==> src/rtl/pipe_out_pattern_gen.sv <==
// Burst-controlled pattern source for the Pipe Out FIFO write side.
// Produces count, LFSR, walking-one or alternating words at one word per accepted read.
module pipe_out_pattern_gen #(
  parameter int          DATA_WIDTH  = 32,
  parameter int          COUNT_WIDTH = 24,
  parameter logic [31:0] LFSR_SEED   = 32'h04030201
) (
  input  logic                   clk,
  input  logic                   reset,
  input  logic [1:0]             mode,
  input  logic                   start,
  input  logic                   abort,
  input  logic [COUNT_WIDTH-1:0] length,
  input  logic                   pipe_out_read,
  output logic [DATA_WIDTH-1:0]  pipe_out_data,
  output logic                   pipe_out_valid,
  output logic                   busy,
  output logic                   done,
  output logic [COUNT_WIDTH-1:0] words_sent
);

  localparam int NL = (DATA_WIDTH + 31) / 32;
  localparam int WW = NL * 32;

  typedef enum logic {
    IDLE,
    RUN
  } state_t;

  state_t                 state_q, state_d;
  logic [1:0]             mode_q;
  logic [COUNT_WIDTH-1:0] len_q;
  logic [COUNT_WIDTH-1:0] sent_q;
  logic [WW-1:0]          word_q;
  logic [WW-1:0]          init_word;
  logic [WW-1:0]          next_word;
  logic                   done_q;
  logic                   load;
  logic                   advance;
  logic                   finish;
  logic                   accept;

  assign pipe_out_valid = (state_q == RUN);
  assign busy           = (state_q == RUN);
  assign done           = done_q;
  assign words_sent     = sent_q;
  assign pipe_out_data  = word_q[DATA_WIDTH-1:0];
  assign accept         = pipe_out_read & pipe_out_valid;

  always_comb begin
    state_d = state_q;
    load    = 1'b0;
    advance = 1'b0;
    finish  = 1'b0;
    case (state_q)
      IDLE: begin
        if (start && !abort) begin
          state_d = RUN;
          load    = 1'b1;
        end
      end
      RUN: begin
        if (abort) begin
          state_d = IDLE;
        end else if (accept) begin
          if (len_q != '0 && sent_q == len_q - COUNT_WIDTH'(1)) begin
            state_d = IDLE;
            finish  = 1'b1;
          end else begin
            advance = 1'b1;
          end
        end
      end
      default: state_d = IDLE;
    endcase
  end

  // Initial word is built from the live mode input since it is latched in the same edge.
  always_comb begin
    init_word = '0;
    case (mode)
      2'd0: begin
        for (int unsigned k = 0; k < NL; k++) init_word[32*k +: 32] = 32'h0000_0001;
      end
      2'd1: begin
        for (int unsigned k = 0; k < NL; k++)
          init_word[32*k +: 32] = LFSR_SEED + 32'(k) * 32'h0909_0909;
      end
      2'd2: init_word[0] = 1'b1;
      default: begin
        for (int unsigned i = 0; i < WW / 16; i++) init_word[16*i +: 16] = 16'h5555;
      end
    endcase
  end

  always_comb begin
    next_word = word_q;
    case (mode_q)
      2'd0: begin
        for (int unsigned k = 0; k < NL; k++)
          next_word[32*k +: 32] = word_q[32*k +: 32] + 32'd1;
      end
      2'd1: begin
        for (int unsigned k = 0; k < NL; k++)
          next_word[32*k +: 32] = {word_q[32*k +: 31],
                                   word_q[32*k+31] ^ word_q[32*k+21] ^ word_q[32*k+1]};
      end
      2'd2: begin
        // Rotation spans only the visible DATA_WIDTH bits, not the padded lane width.
        next_word = '0;
        next_word[DATA_WIDTH-1:0] = {word_q[DATA_WIDTH-2:0], word_q[DATA_WIDTH-1]};
      end
      default: next_word = ~word_q;
    endcase
  end

  always_ff @(posedge clk or posedge reset) begin
    if (reset) begin
      state_q <= IDLE;
      mode_q  <= '0;
      len_q   <= '0;
      sent_q  <= '0;
      word_q  <= '0;
      done_q  <= 1'b0;
    end else begin
      state_q <= state_d;
      done_q  <= finish;
      if (load) begin
        mode_q <= mode;
        len_q  <= length;
        sent_q <= '0;
        word_q <= init_word;
      end else begin
        if (accept) sent_q <= sent_q + COUNT_WIDTH'(1);
        if (advance) word_q <= next_word;
      end
    end
  end

endmodule
==> config.mk <==
export PLATFORM = sky130hd
export DESIGN_NAME = pipe_out_pattern_gen
export DESIGN_NICKNAME = d
export VERILOG_FILES = /design/src/rtl/pipe_out_pattern_gen.sv
export SDC_FILE = /design/constraint.sdc
export NUM_CORES = 1
export LEC_CHECK = 0
export ABC_AREA = 1
export ABC_CLOCK_PERIOD_IN_PS = 2590
export CAP_MARGIN = 15
export CORE_MARGIN = 4
export CORE_UTILIZATION = 46
export CTS_CLUSTER_SIZE = 14
export DETAILED_ROUTE_END_ITERATION = 7
export GPL_TIMING_DRIVEN = 0
export PLACE_DENSITY = 0.84
export SLEW_MARGIN = 25
export SYNTH_ARGS = -nofsm -noshare
export SYNTH_HDL_FRONTEND = slang
export SYNTH_SLANG_ARGS = --single-unit
==> constraint.sdc <==
create_clock -name clk -period 2.59 [get_ports clk]
set_clock_uncertainty 0.1 [all_clocks]
set_input_delay 0.259 -clock clk [delete_from_list [all_inputs] [get_ports clk]]
set_output_delay 0.259 -clock clk [all_outputs]
set_load 0.05 [all_outputs]
### After elaboration in Yosys (flattened, before gate mapping)

Index checks and enable logic that the tools add are counted.

| storage, ports and cells | value |
|---|---|
| bits in registers | 84 |
| output and inout port bits | 59 |
| input bits | 31 |

| operators by class | value |
|---|---|
| multiplexer cells | 19 |
| add/subtract/negate cells | 3 |
| reductions and logical operators | 9 |
| bitwise logic cells | 5 |
| eq/ne operators | 5 |

Operators by type and width:

| operator | number |
|---|---|
| $pmux W32 S3 | 1 |
| $mux W32 | 2 |
| $pmux W30 S2 | 1 |
| $mux W24 | 2 |
| $add A32 B1 Y32 const B | 1 |
| $not A32 Y32 | 1 |
| $add A24 B1 Y24 const B | 1 |
| $eq A24 B24 Y1 | 1 |
| $reduce_bool A24 Y1 | 1 |
| $sub A24 B1 Y24 const B | 1 |
| $mux W1 | 12 |
| $eq A2 B1 Y1 const B | 2 |
| $eq A2 B2 Y1 const B | 2 |
| $logic_not A2 Y1 | 2 |
| $reduce_bool A2 Y1 | 2 |
| $logic_and A1 B1 Y1 | 2 |
| $pmux W1 S2 | 1 |
| $reduce_or A2 Y1 | 1 |
| $xor A1 B1 Y1 | 2 |
| $and A1 B1 Y1 | 1 |
| $logic_not A1 Y1 | 1 |
| $not A1 Y1 | 1 |

### Depth between registers and ports, before layout

Gate-level depths: netlist of the first run.

| logic depth | value |
|---|---|
| depth after elaboration | 9 |
| mapped depth | 19 |
| depth with buffers taken out | 18 |

### Worst setup path before layout of the first run

OpenSTA, ideal clock, no wires.

| timing | value |
|---|---|
| path kind | flip-flop to flip-flop |
| start point | register word_q[1] (netlist: pipe_out_data[1]) |
| end point | register word_q[22] (netlist: pipe_out_data[22]) |
| clock period less this slack | 2,510 ps |
| arrival time | 2,291 ps |
| slack | 80 ps |
| buffers on the path | 0 |
| cell stages (with the launch flop) | 15 |
| library setup time | 119 ps |
| cells stage by stage | dfrtp_1 ha_1 nand2_1 nor2_1 nand2_1 nor2_1 nand3_1 nor2_1 nand2_1 o21ai_0 a21oi_1 o21ai_0 nand2_1 nand2_1 nand2_1 |

| between the ends | value |
|---|---|
| cells in the longest elaborated chain, start to end | 4 |

Ends and longest elaborated chain:

| item | line | source |
|---|---|---|
| start: declaration | 34 | `logic [WW-1:0] word_q;` |
| start signal: assignment | 132 | `word_q <= init_word;` |
| start signal: assignment | 135 | `if (advance) word_q <= next_word;` |
| $add A32 B1 Y32 | 101 | `next_word[32*k +: 32] = word_q[32*k +: 32] + 32'd1;` |
| $pmux W32 S3 | 98 | `case (mode_q)` |
| $mux W32 | 135 |  |
| $mux W32 | 128 | `if (load) begin` |

No other way between the ends. The select of a mux whose other input is x is not followed.
A chain may end at the register's enable or synchronous reset.

### Worst setup path in the final report of the first run

| timing | value |
|---|---|
| start point | register len_q[1] |
| end point | register word_q[15] (netlist: pipe_out_data[15]) |

| between the ends | value |
|---|---|
| cells in the longest elaborated chain, start to end | 8 |

Ends and longest elaborated chain:

| item | line | source |
|---|---|---|
| start: declaration | 32 | `logic [COUNT_WIDTH-1:0] len_q;` |
| start signal: assignment | 130 | `len_q <= length;` |
| $sub A24 B1 Y24 | 66 | `if (len_q != '0 && sent_q == len_q - COUNT_WIDTH'(1)) begin` |
| $eq A24 B24 Y1 | 66 |  |
| $logic_and A1 B1 Y1 * | 66 |  |
| $mux W1 * | 66 |  |
| $mux W1 * | 65 | `end else if (accept) begin` |
| $mux W1 * | 63 | `if (abort) begin` |
| $mux W1 * | 55 | `case (state_q)` |
| $reduce_bool A2 Y1 (no source line) * | - |  |

Every way passes the cells marked *; elsewhere a longest branch is shown, timed or not.

==> results of run 1 <==
==> metal layers <==
metal  routed length, um  track usage  vias up
met5                   0            0        -
met4                 553       0.0669        0
met3                2410       0.0572       66
met2                9750        0.396      423
met1                9470        0.389     3425
li1                    -            -     3512
==> worst max-delay path, stage by stage, from the launching register on <==
cell and delay, ns:
dfrtp_1 0.40, buf_4 0.15, nor2_4 0.11, nand2_4 0.10, nor2_4 0.13, buf_4 0.14
xor2_2 0.16, nand3_1 0.12, nor2_2 0.14, nand2_2 0.07, nor2_4 0.14, nand3_4 0.12
clkbuf_2 0.28, nand4_1 0.14, nand2_1 0.08
==> worst max path at each step <==
stage	endpoint	slack [ns]
2_1_floorplan	busy	0.07
3_3_place_gp	pipe_out_data[26]	-1.37
3_5_place_dp	words_sent[21]	-0.39
4_1_cts	pipe_out_data[24]	0.005
5_1_grt	pipe_out_data[25]	-0.02
6_report	pipe_out_data[15]	0.09
==> sequential cells by signal (all words and copies together) (netlist names) <==
signal and cells:
pipe_out_data 32, len_q 24, words_sent 24, mode_q 2
busy 1, done 1
==> final cells by class <==
cell class / count / area [um2]
fillers: 1195 / 5030
multi-input cells: 763 / 4010
flip-flops and latches: 84 / 2110
repair buffers: 113 / 1140
inverters: 105 / 405
clock buffers: 13 / 280
well taps: 176 / 220
plain buffers: 34 / 161
clock inverters: 3 / 42.5
==> synth_stat cells, drive strengths merged <==
library cell    n
xnor2           9
o31ai           2
o21a            1
nand3         110
ha              4
nand2         307
clkbuf         28
or2             4
xor2           17
nor3b           1
nor4            4
clkinv          2
inv           103
nor2          108
o22ai           3
a211oi          1
nand4          27
and3            1
a21oi          33
o211ai          6
buf             7
nor3           31
a31oi           4
a22oi           4
o21ai          64
o32ai           1
o221ai          4
a221oi          6
dfrtp          84
nand3b          8
o2111ai         3
==> power by group through the flow <==
stage / clock [mW] / combinational (mW) / sequential, mW
2_1_floorplan: 0 / 1.46 / 2.52
3_3_place_gp: 0 / 2.86 / 1.99
3_5_place_dp: 0 / 2.90 / 1.99
4_1_cts: 1.43 / 2.95 / 1.98
5_1_grt: 1.48 / 3.45 / 2.07
6_report: 1.41 / 3.19 / 2.04
==> cells in the final DEF (no fill, tap or decap), types with 6 or more instances in the layout <==
| cell | synthesis | layout |
|---|---|---|
| nand3_1 | 107 | 103 |
| nand2_1 | 299 | 290 |
| a21oi_1 | 33 | 33 |
| xnor2_1 | 9 | 8 |
| nor3_1 | 30 | 29 |
| xor2_1 | 16 | 15 |
| dfrtp_1 | 84 | 74 |
| nor2_4 | 6 | 22 |
| buf_4 | 4 | 22 |
| nand2_2 | 5 | 12 |
| clkdlybuf4s50_1 | 0 | 89 |
| clkbuf_1 | 27 | 23 |
| inv_2 | 3 | 6 |
| a221oi_1 | 6 | 6 |
| dfrtp_2 | 0 | 10 |
| nor2_2 | 14 | 18 |
| o21ai_0 | 61 | 59 |
| clkbuf_16 | 0 | 10 |
| nand4_1 | 27 | 27 |
| nor2_1 | 88 | 68 |
| inv_1 | 100 | 95 |
| nand3b_1 | 8 | 8 |
| o211ai_1 | 6 | 6 |
==> timing repair <==
| item | 4_1_cts | 5_1_grt |
|---|---|---|
| pin swaps | 2 | 21 |
| endpoints found under the setup margin | 36 | 36 |
| setup buffers | 2 | 20 |
| gates resized for setup | 13 | 75 |
| cloned | 0 | 1 |
==> kinds of logic after synthesis <==
family          after synthesis
compound gates              132
xor+xnor                     26
flops                        84
simple gates                601
buf+inv                     140
fa+ha+maj                     4
==> out/results.ini, run 1 <==
[routing]
wl_per_cell_um = 17.2
vias = 7426
first_iter_violations = 950
vias_per_cell = 5.75
final_antenna_net_count = 0
drcViolationCount = 0
routed_wl_um = 22200
firstDrtPassIters = 6

[critical_path]
path_max_fanout = 10
reg2reg_setup_slack_ns = 0.09
reg2reg_depth = 14
r2r_end = pipe_out_data[15]
worstPathArrival_ns = 2.64
critical_path_class = reg2reg
timing.rr.start = len_q[1]
start_kind = flop
cp-end-kind = flop
crit_start = len_q[1]
crit_required_ns = 2.73

[outcome]
outcome = finished clean

[synth]
synthCells = 987
muxShareOfSynthArea = 0
synthXorXnorAreaFrac = 0.0368
syn_area_mm2 = 0.00639
ys_seq_elements = 84
synth_adder_area_share = 0.00783
syn_nets = 1022
ys_seq_area_frac = 0.329
ys_warn_count = 0
synth-simple-area-share = 0.422
avgSynthCellArea_um2 = 6.48
synth_compound_area_frac = 0.118
ys_types = 44
synth_top_family_by_area = simple AND/OR/NAND/NOR gates
synth_area_leaders = dfrtp_1, nand2_1, nand3_1, inv_1, nor2_1
synth_top_cell_by_area = dfrtp_1
synth.top_cell.area_share = 0.329

[die]
start_util = 0.477
core_mm2 = 0.0134
rows = 42
pin_count = 90
die_width_um = 126
die_h_um = 126
die_area_mm2 = 0.0158

[timing]
worst_slack_ns = 0.0913
holdWs_ns = 0.131
relSlewSlack = 0.475
hold_viol_final = 0
fmax_mhz = 400
setup_viol = 0
slew_viol_final = 0
finalCritPeriodShare = 0.965
tightest_slew_ns = 0.784
setup-tns-final_ns = 0
min_period_ns = 2.50

[power_and_ir_drop]
power_mw = 6.64
swShare = 0.463
max-vdd-ir-drop_mv = 0.517
pwr-share-clk = 0.213
pwr-share-comb = 0.480
pwr_density_cell_mw_per_mm2 = 793
p_int_mw = 3.57
p_seq_frac = 0.307
p_leak_nw = 3.71
p_sw_mw = 3.07

[clock_network]
cts_root_buf = clkbuf_16
cts_buffer_depth = 2
cts_buffers = 9
insertion_delay_ns = 0.36
cts_tree = built
ctsHtreeMaxLevel = 3
hold_buffers = 0
cts.sinks = 84
path_clk_slew_ns = 0.07

[layout]
drive_above_1_share = 0.128
area_growth_pct = 31.0
design_area_mm2 = 0.00837
antennaDiodeCount = 0
fin_util = 0.625
fin_cells = 1291
fin_nets = 1145

[global_routing]
antenna_found_initial = 0
grt.overflow.total = 0
first_global_vias = 6386
grt_usage = 0.264
grt_max_degree = 59
grt_pass1_wl_um = 33700

[job]
maxCapViolations = 0

[place]
dp.cells = 1253
placed_cell_area_mm2 = 0.00754
pre_cts_slack_ns = -0.386
globalplace.congestion = 0.972
port-buffer-count = 89
dp_hpwl_um = 16000

[hold_path]
hold_class = in2async

(Power assumes the default switching activity.)
==> run 2: changes to the inputs <==
ABC_CLOCK_PERIOD_IN_PS = not set   (was 2590)
CTS_BUF_LIST = sky130_fd_sc_hd__clkbuf_4 sky130_fd_sc_hd__clkbuf_8   (was not set)
==> run 2 against run 1 <==
Against the previous run:
- clock power down 24%
- largest cell class unchanged
- maximum frequency down 1.5%
- total power down 5.5%
- cell count down 0.23%
- die area unchanged
- count of clock-buffer cells in the layout unchanged
- worst setup slack worse by 0.038 ns
- combinational power about the same
- design area down 1.6%
==> out/results.ini, run 2 (synthesis gave the netlist of run 1 again) <==
[clock_network]
insertion_delay_ns = 0.38  ; +0.02 ns
cts_tree = built
cts_root_buf = clkbuf_8
cts.sinks = 84  ; unchanged
cts_buffer_depth = 2  ; unchanged
ctsHtreeMaxLevel = 3  ; unchanged
cts_buffers = 9  ; unchanged
path_clk_slew_ns = 0.09  ; +0.02 ns

[critical_path]
cp-end-kind = flop
critical_path_class = reg2reg
critPathTopFamily = simple AND/OR/NAND/NOR gates
cp_slowest_cell = dfrtp_1
reg2reg_setup_slack_ns = 0.05  ; -0.04 ns
critPathMostFrequentCell = nor2_4
path_cells = buf_4, nor2_4, nand2_4, nor2_4, buf_4, xor2_2, nand3_1, nor2_2, nand2_2, nor2_4, nand3_4, clkbuf_2, nand4_1, nand2_1
crit_required_ns = 2.76  ; +0.03 ns
start_kind = flop
worstPathArrival_ns = 2.71  ; +0.07 ns
slowest_delay_ns = 0.40  ; about the same
path_max_fanout = 10  ; unchanged
path_buf_inv = 3  ; unchanged

[die]
die_area_mm2 = 0.0158  ; unchanged
rows = 42  ; unchanged
start_util = 0.477  ; unchanged
core_mm2 = 0.0134  ; unchanged
pin_count = 90  ; unchanged
die_width_um = 126  ; unchanged
die_h_um = 126  ; unchanged

[layout]
mostFrequentLayoutCells = nand2_1, nand3_1, inv_1, clkdlybuf4s50_1, dfrtp_1
fin_nets = 1142  ; -0.26%
area_growth_pct = 28.9
design_area_mm2 = 0.00824  ; -1.6%
drive_above_1_share = 0.126  ; -0.00235
antennaDiodeCount = 0  ; unchanged
final_common_cell = nand2_1
largest_reg_flops = 32  ; unchanged
fill_cells = 1217  ; +1.8%

[routing]
firstDrtPassIters = 6  ; unchanged
vias = 7405  ; -0.28%
drcViolationCount = 0  ; unchanged
wl_per_cell_um = 17.2  ; +0.15%
final_antenna_net_count = 0  ; unchanged
first_iter_violations = 955  ; +0.53%
routed_wl_um = 22200  ; about the same
vias_per_cell = 5.75  ; about the same

[global_routing]
first_global_vias = 6407  ; +0.33%
grt_usage = 0.262  ; -0.00259
grt_pass1_wl_um = 33600  ; -0.47%
grt_max_degree = 59  ; unchanged
antenna_found_initial = 0  ; unchanged
grt.overflow.total = 0  ; unchanged

[place]
pre_cts_slack_ns = -0.386  ; unchanged
port-buffer-count = 89  ; unchanged
dp_hpwl_um = 16000  ; unchanged
globalplace.congestion = 0.972  ; unchanged
placed_cell_area_mm2 = 0.00754  ; unchanged

[power_and_ir_drop]
pwr_density_cell_mw_per_mm2 = 761  ; -3.9%
power_mw = 6.27  ; -5.5%
max-vdd-ir-drop_mv = 0.610  ; +18%
p_leak_nw = 3.65  ; -1.7%

[timing]
holdWs_ns = 0.103  ; -0.0278 ns
min_period_ns = 2.54  ; +0.0385 ns
finalCritPeriodShare = 0.980  ; +0.0149
setup_viol = 0  ; unchanged
relSlewSlack = 0.487  ; +0.0118
tightest_slew_ns = 0.766  ; -0.0177 ns
worst_slack_ns = 0.0528  ; -0.0385 ns
slew_viol_final = 0  ; unchanged
fmax_mhz = 394  ; -1.5%
hold_viol_final = 0  ; unchanged

[outcome]
outcome = finished clean

[hold_path]
hold_class = in2async

[job]
maxCapViolations = 0  ; unchanged

-- run 2: changes by cell type in the layout (fill, tap and decap cells not counted), sizes merged --
cell / before / now
buf: 31 / 28
-- run 2: repair_timing --
item,4_1_cts,5_1_grt
setup buffers,2,17
resized for setup,14,73
pin swaps,2,22
cloned,0,1
hold buffers,0,0
endpoints found under the setup margin,40,36
-- run 2: power by group --
| group | switching, mW | internal, mW | total (mW) |
|---|---|---|---|
| logic | 2.05 | 1.13 | 3.18 |
| clock network | 0.515 | 0.550 | 1.07 |
| registers | 0.457 | 1.58 | 2.03 |
-- run 2: worst reg2reg max path, cell delays in order (launching register included) --
cell and delay (ns):
dfrtp_1 0.40, buf_4 0.15, nor2_4 0.11, nand2_4 0.10
nor2_4 0.13, buf_4 0.15, xor2_2 0.15, nand3_1 0.13
nor2_2 0.14, nand2_2 0.07, nor2_4 0.14, nand3_4 0.13
clkbuf_2 0.29, nand4_1 0.15, nand2_1 0.08
-- run 2: final timing paths --
| path | from | to | depth (start not counted) |
|---|---|---|---|
| setup / recovery | len_q[1] | pipe_out_data[15] | 14 |
| hold / removal | reset | words_sent[4] | 2 |
| setup reg to reg | len_q[1] | pipe_out_data[15] | 14 |
| hold reg to reg | words_sent[0] | words_sent[0] | 1 |
| max in group asynchronous | reset | pipe_out_data[0] | 3 |
| min in group clk | length[5] | len_q[5] | 3 |
-- run 2: per-layer routing --
layer / vias to the layer above / GRT usage / part of all wire
met3: 58 / 0.0504 / 0.11
met2: 444 / 0.389 / 0.44
met4: 0 / 0.0688 / 0.023
met1: 3399 / 0.390 / 0.43
li1: 3504 / - / -
met5: - / 0 / 0
-- run 2: cell type report --
cell class | instances | area [um2] | share of cell area
Timing Repair Buffer | 110 | 1110 | 0.135
Multi-Input combinational cell | 763 | 4000 | 0.485
Clock buffer | 13 | 179 | 0.0217
Inverter | 105 | 405 | 0.0492
Buffer | 34 | 165 | 0.0200
Sequential cell | 84 | 2120 | 0.257
Clock inverter | 3 | 42.5 | 0.00516
Tap cell | 176 | 220 | 0.0267
-- run 2: stage by stage --
step	std cells	util	TNS, ns
after floorplan	987	-	0
after global placement	1252	0.560	-129.49
after detailed placement	1253	0.562	-15.87
after CTS	1271	0.583	0
after global routing	1288	0.615	-0.443
final	1288	0.615	0
==> run 3: changes to the inputs <==
ABC_AREA = not set   (was 1)
==> run 3 against run 2 <==
Against the previous run:
- the run now ends with negative setup slack left
- critical path depth fell by 4
- design area fell by 0.79%
- synthesized cell count fell by 21%
- sequential share of layout area rose by 0.14 points
- flip-flop and latch count did not move
- total power fell by 5.4%
- sequential power fell by 6%
- combinational power fell by 7.5%
- first-iteration DRC count fell by 12%
- cell count fell by 15%
- highest routed layer unchanged
==> out/results.ini, run 3 <==
[outcome]
outcome = complete, but fails checks
violations = negative setup slack

[timing]
holdWs_ns = 0.105  ; +0.00168 ns
rsz0062_at_grt = true
tightest_slew_ns = 0.902  ; +0.135 ns
finalCritPeriodShare = 1.20  ; +0.221
slew_viol_final = 0  ; unchanged
worst_slack_ns = -0.519  ; -0.571 ns
setup-tns-final_ns = -15.75  ; -15.75 ns
hold_viol_final = 0  ; unchanged
setup_viol = 34  ; +34
relSlewSlack = 0.397  ; -0.0905
min_period_ns = 3.11  ; +0.571 ns
fmax_mhz = 322  ; -18%

[place]
dp_hpwl_um = 14800  ; -7.8%
placed_cell_area_mm2 = 0.00743  ; -1.3%
dp.cells = 1050  ; -16%
pre_cts_slack_ns = -0.873  ; -0.487 ns
port-buffer-count = 89  ; unchanged
globalplace.congestion = 0.981  ; +0.97%

[synth]
ys_seq_area_frac = 0.338  ; +0.00926
synth_compound_area_frac = 0.248  ; +0.129
synth-simple-area-share = 0.259  ; -0.163
ys_seq_elements = 84  ; unchanged
synthXorXnorAreaFrac = 0.0690  ; +0.0322
synthCells = 784  ; -21%
syn_nets = 819  ; -20%
synth_area_leaders = dfrtp_1, nand2_1, o21ai_0, nor2_1, xnor2_1
syn_area_mm2 = 0.00622  ; -2.7%
synth.top_cell.area_share = 0.338  ; +0.00926
synth_top_cell_by_area = dfrtp_1
ys_types = 76  ; +73%
synth_most_common_cell = nand2_1
synthTopCellsByCount = nand2_1, dfrtp_1, nor2_1
async_reset_ff_frac = 1.00  ; unchanged
synth-edff-count = 0  ; unchanged
synth_top_family_by_area = simple AND/OR/NAND/NOR gates
synth_top_flop_cell = dfrtp_1
synth_adder_area_share = 0.00805  ; +0.000221
avgSynthCellArea_um2 = 7.93  ; +22%
muxShareOfSynthArea = 0.0181  ; +0.0181
ys_warn_count = 0  ; unchanged

[routing]
firstDrtPassIters = 6  ; unchanged
vias_per_cell = 6.27  ; +9.0%
vias = 6870  ; -7.2%
first_iter_violations = 840  ; -12%
final_antenna_net_count = 0  ; unchanged
drcViolationCount = 0  ; unchanged
routed_wl_um = 21700  ; -2.2%
wl_per_cell_um = 19.8  ; +15%

[clock_network]
cts_root_buf = clkbuf_8
insertion_delay_ns = 0.40  ; +0.02 ns
cts_buffers = 9  ; unchanged
path_clk_slew_ns = 0.09  ; about the same
cts_tree = built
cts.sinks = 84  ; unchanged
cts_buffer_depth = 2  ; unchanged
ctsHtreeMaxLevel = 3  ; unchanged
hold_buffers = 0  ; unchanged

[layout]
largest_reg_flops = 32  ; unchanged
fill_cells = 1146  ; -5.8%
multiInputGateArea_mm2 = 0.00402  ; +0.66%
antennaDiodeCount = 0  ; unchanged
drive_above_1_share = 0.159  ; +0.0328
register_area_mm2 = 0.00211  ; -0.24%
fin_cells = 1096  ; -15%
final_common_cell = nand2_1
mostFrequentLayoutCells = nand2_1, clkdlybuf4s50_1, dfrtp_1, nor2_1, o21ai_0
fin_nets = 950  ; -17%
design_area_mm2 = 0.00817  ; -0.79%
area_growth_pct = 31.5

[global_routing]
grt_usage = 0.272  ; +0.0104
grt_max_degree = 56  ; -5.1%
grt.overflow.total = 0  ; unchanged
first_global_vias = 6616  ; +3.3%
grt_pass1_wl_um = 34500  ; +2.6%
antenna_found_initial = 0  ; unchanged

[critical_path]
cp-end-kind = flop
critical_path_class = reg2reg
crit_required_ns = 2.72  ; -0.04 ns
worstPathArrival_ns = 3.24  ; +0.53 ns
crit_start = len_q[11]
start_kind = flop
path_max_fanout = 9  ; -1
timing.rr.start = len_q[11]

[die]
core_mm2 = 0.0132  ; -1.2%
pin_count = 90  ; unchanged
die_area_mm2 = 0.0154  ; -2.6%
die_h_um = 124  ; -1.3%
rows = 42  ; unchanged
die_width_um = 124  ; -1.3%
start_util = 0.469  ; -0.00755

[power_and_ir_drop]
p_leak_nw = 3.22  ; -12%
max-vdd-ir-drop_mv = 0.455  ; -25%
pwr_density_cell_mw_per_mm2 = 726  ; -4.7%

[hold_path]
hold_class = in2async

[job]
maxCapViolations = 0  ; unchanged

run 3: through the flow:
stage	util	total power, mW
after CTS	0.611	5.83
final	0.617	5.93
after floorplan	-	3.74
after global placement	0.559	4.55
after global routing	0.617	6.22
after detailed placement	0.561	4.58
run 3: final timing paths:
path / to / slack [ns] / cells after the start
worst max register to register: pipe_out_data[23] / -0.52 / 10
worst min-delay path: len_q[19] / 0.10 / 2
worst max-delay path: pipe_out_data[23] / -0.52 / 10
worst min register to register: len_q[21] / 0.47 / 2
max in group asynchronous: len_q[6] / 1.71 / 3
min in group clk: len_q[6] / 0.29 / 3
run 3: layout make-up:
| cell class | count | share of cell area |
|---|---|---|
| multi-input combinational | 613 | 0.492 |
| clock buffer | 9 | 0.0152 |
| timing repair buffer | 123 | 0.146 |
| buffer | 57 | 0.0366 |
| clock inverter | 7 | 0.0121 |
| tap | 176 | 0.0269 |
| sequential | 84 | 0.258 |
| inverter | 27 | 0.0133 |
run 3: worst max-delay path, stage by stage, from the launching register on:
cell	delay, ns
dfrtp_1	0.37
buf_2	0.18
or4_4	0.61
or2_4	0.29
o32ai_1	0.29
o32ai_1	0.14
and4b_2	0.27
o211a_4	0.19
buf_8	0.15
nor2_4	0.26
a211oi_2	0.11
run 3: where the power goes:
| part | switching [mW] | leakage (nW) | total, mW | internal, mW |
|---|---|---|---|---|
| Sequential | 0.366 | 1.07 | 1.90 | 1.54 |
| Combinational | 1.82 | 2.06 | 2.94 | 1.12 |
| Clock | 0.550 | 0.0981 | 1.10 | 0.546 |
run 3: routing by layer:
metal  vias to the layer above  track usage  part of all wire
met2                       461        0.425              0.47
met5                         -            0                 0
met3                       106       0.0776              0.10
li1                       3107            -                 -
met4                         0        0.141             0.048
met1                      3196        0.343              0.38
run 3: what timing repair did:
item                       4_1_cts  5_1_grt
pin swaps                       23        6
setup endpoints to repair       34       42
buffers inserted                29        4
gates cloned                     1        0
gates resized for setup         45       22
run 3: cells by family after synthesis:
family,count (synthesis)
multiplexers,11
AND/OR/NAND/NOR,331
adder cells (fa/ha/maj),4
AO/OA/AOI/OAI,218
flip-flops,84
XOR/XNOR,49
buffers and inverters,87
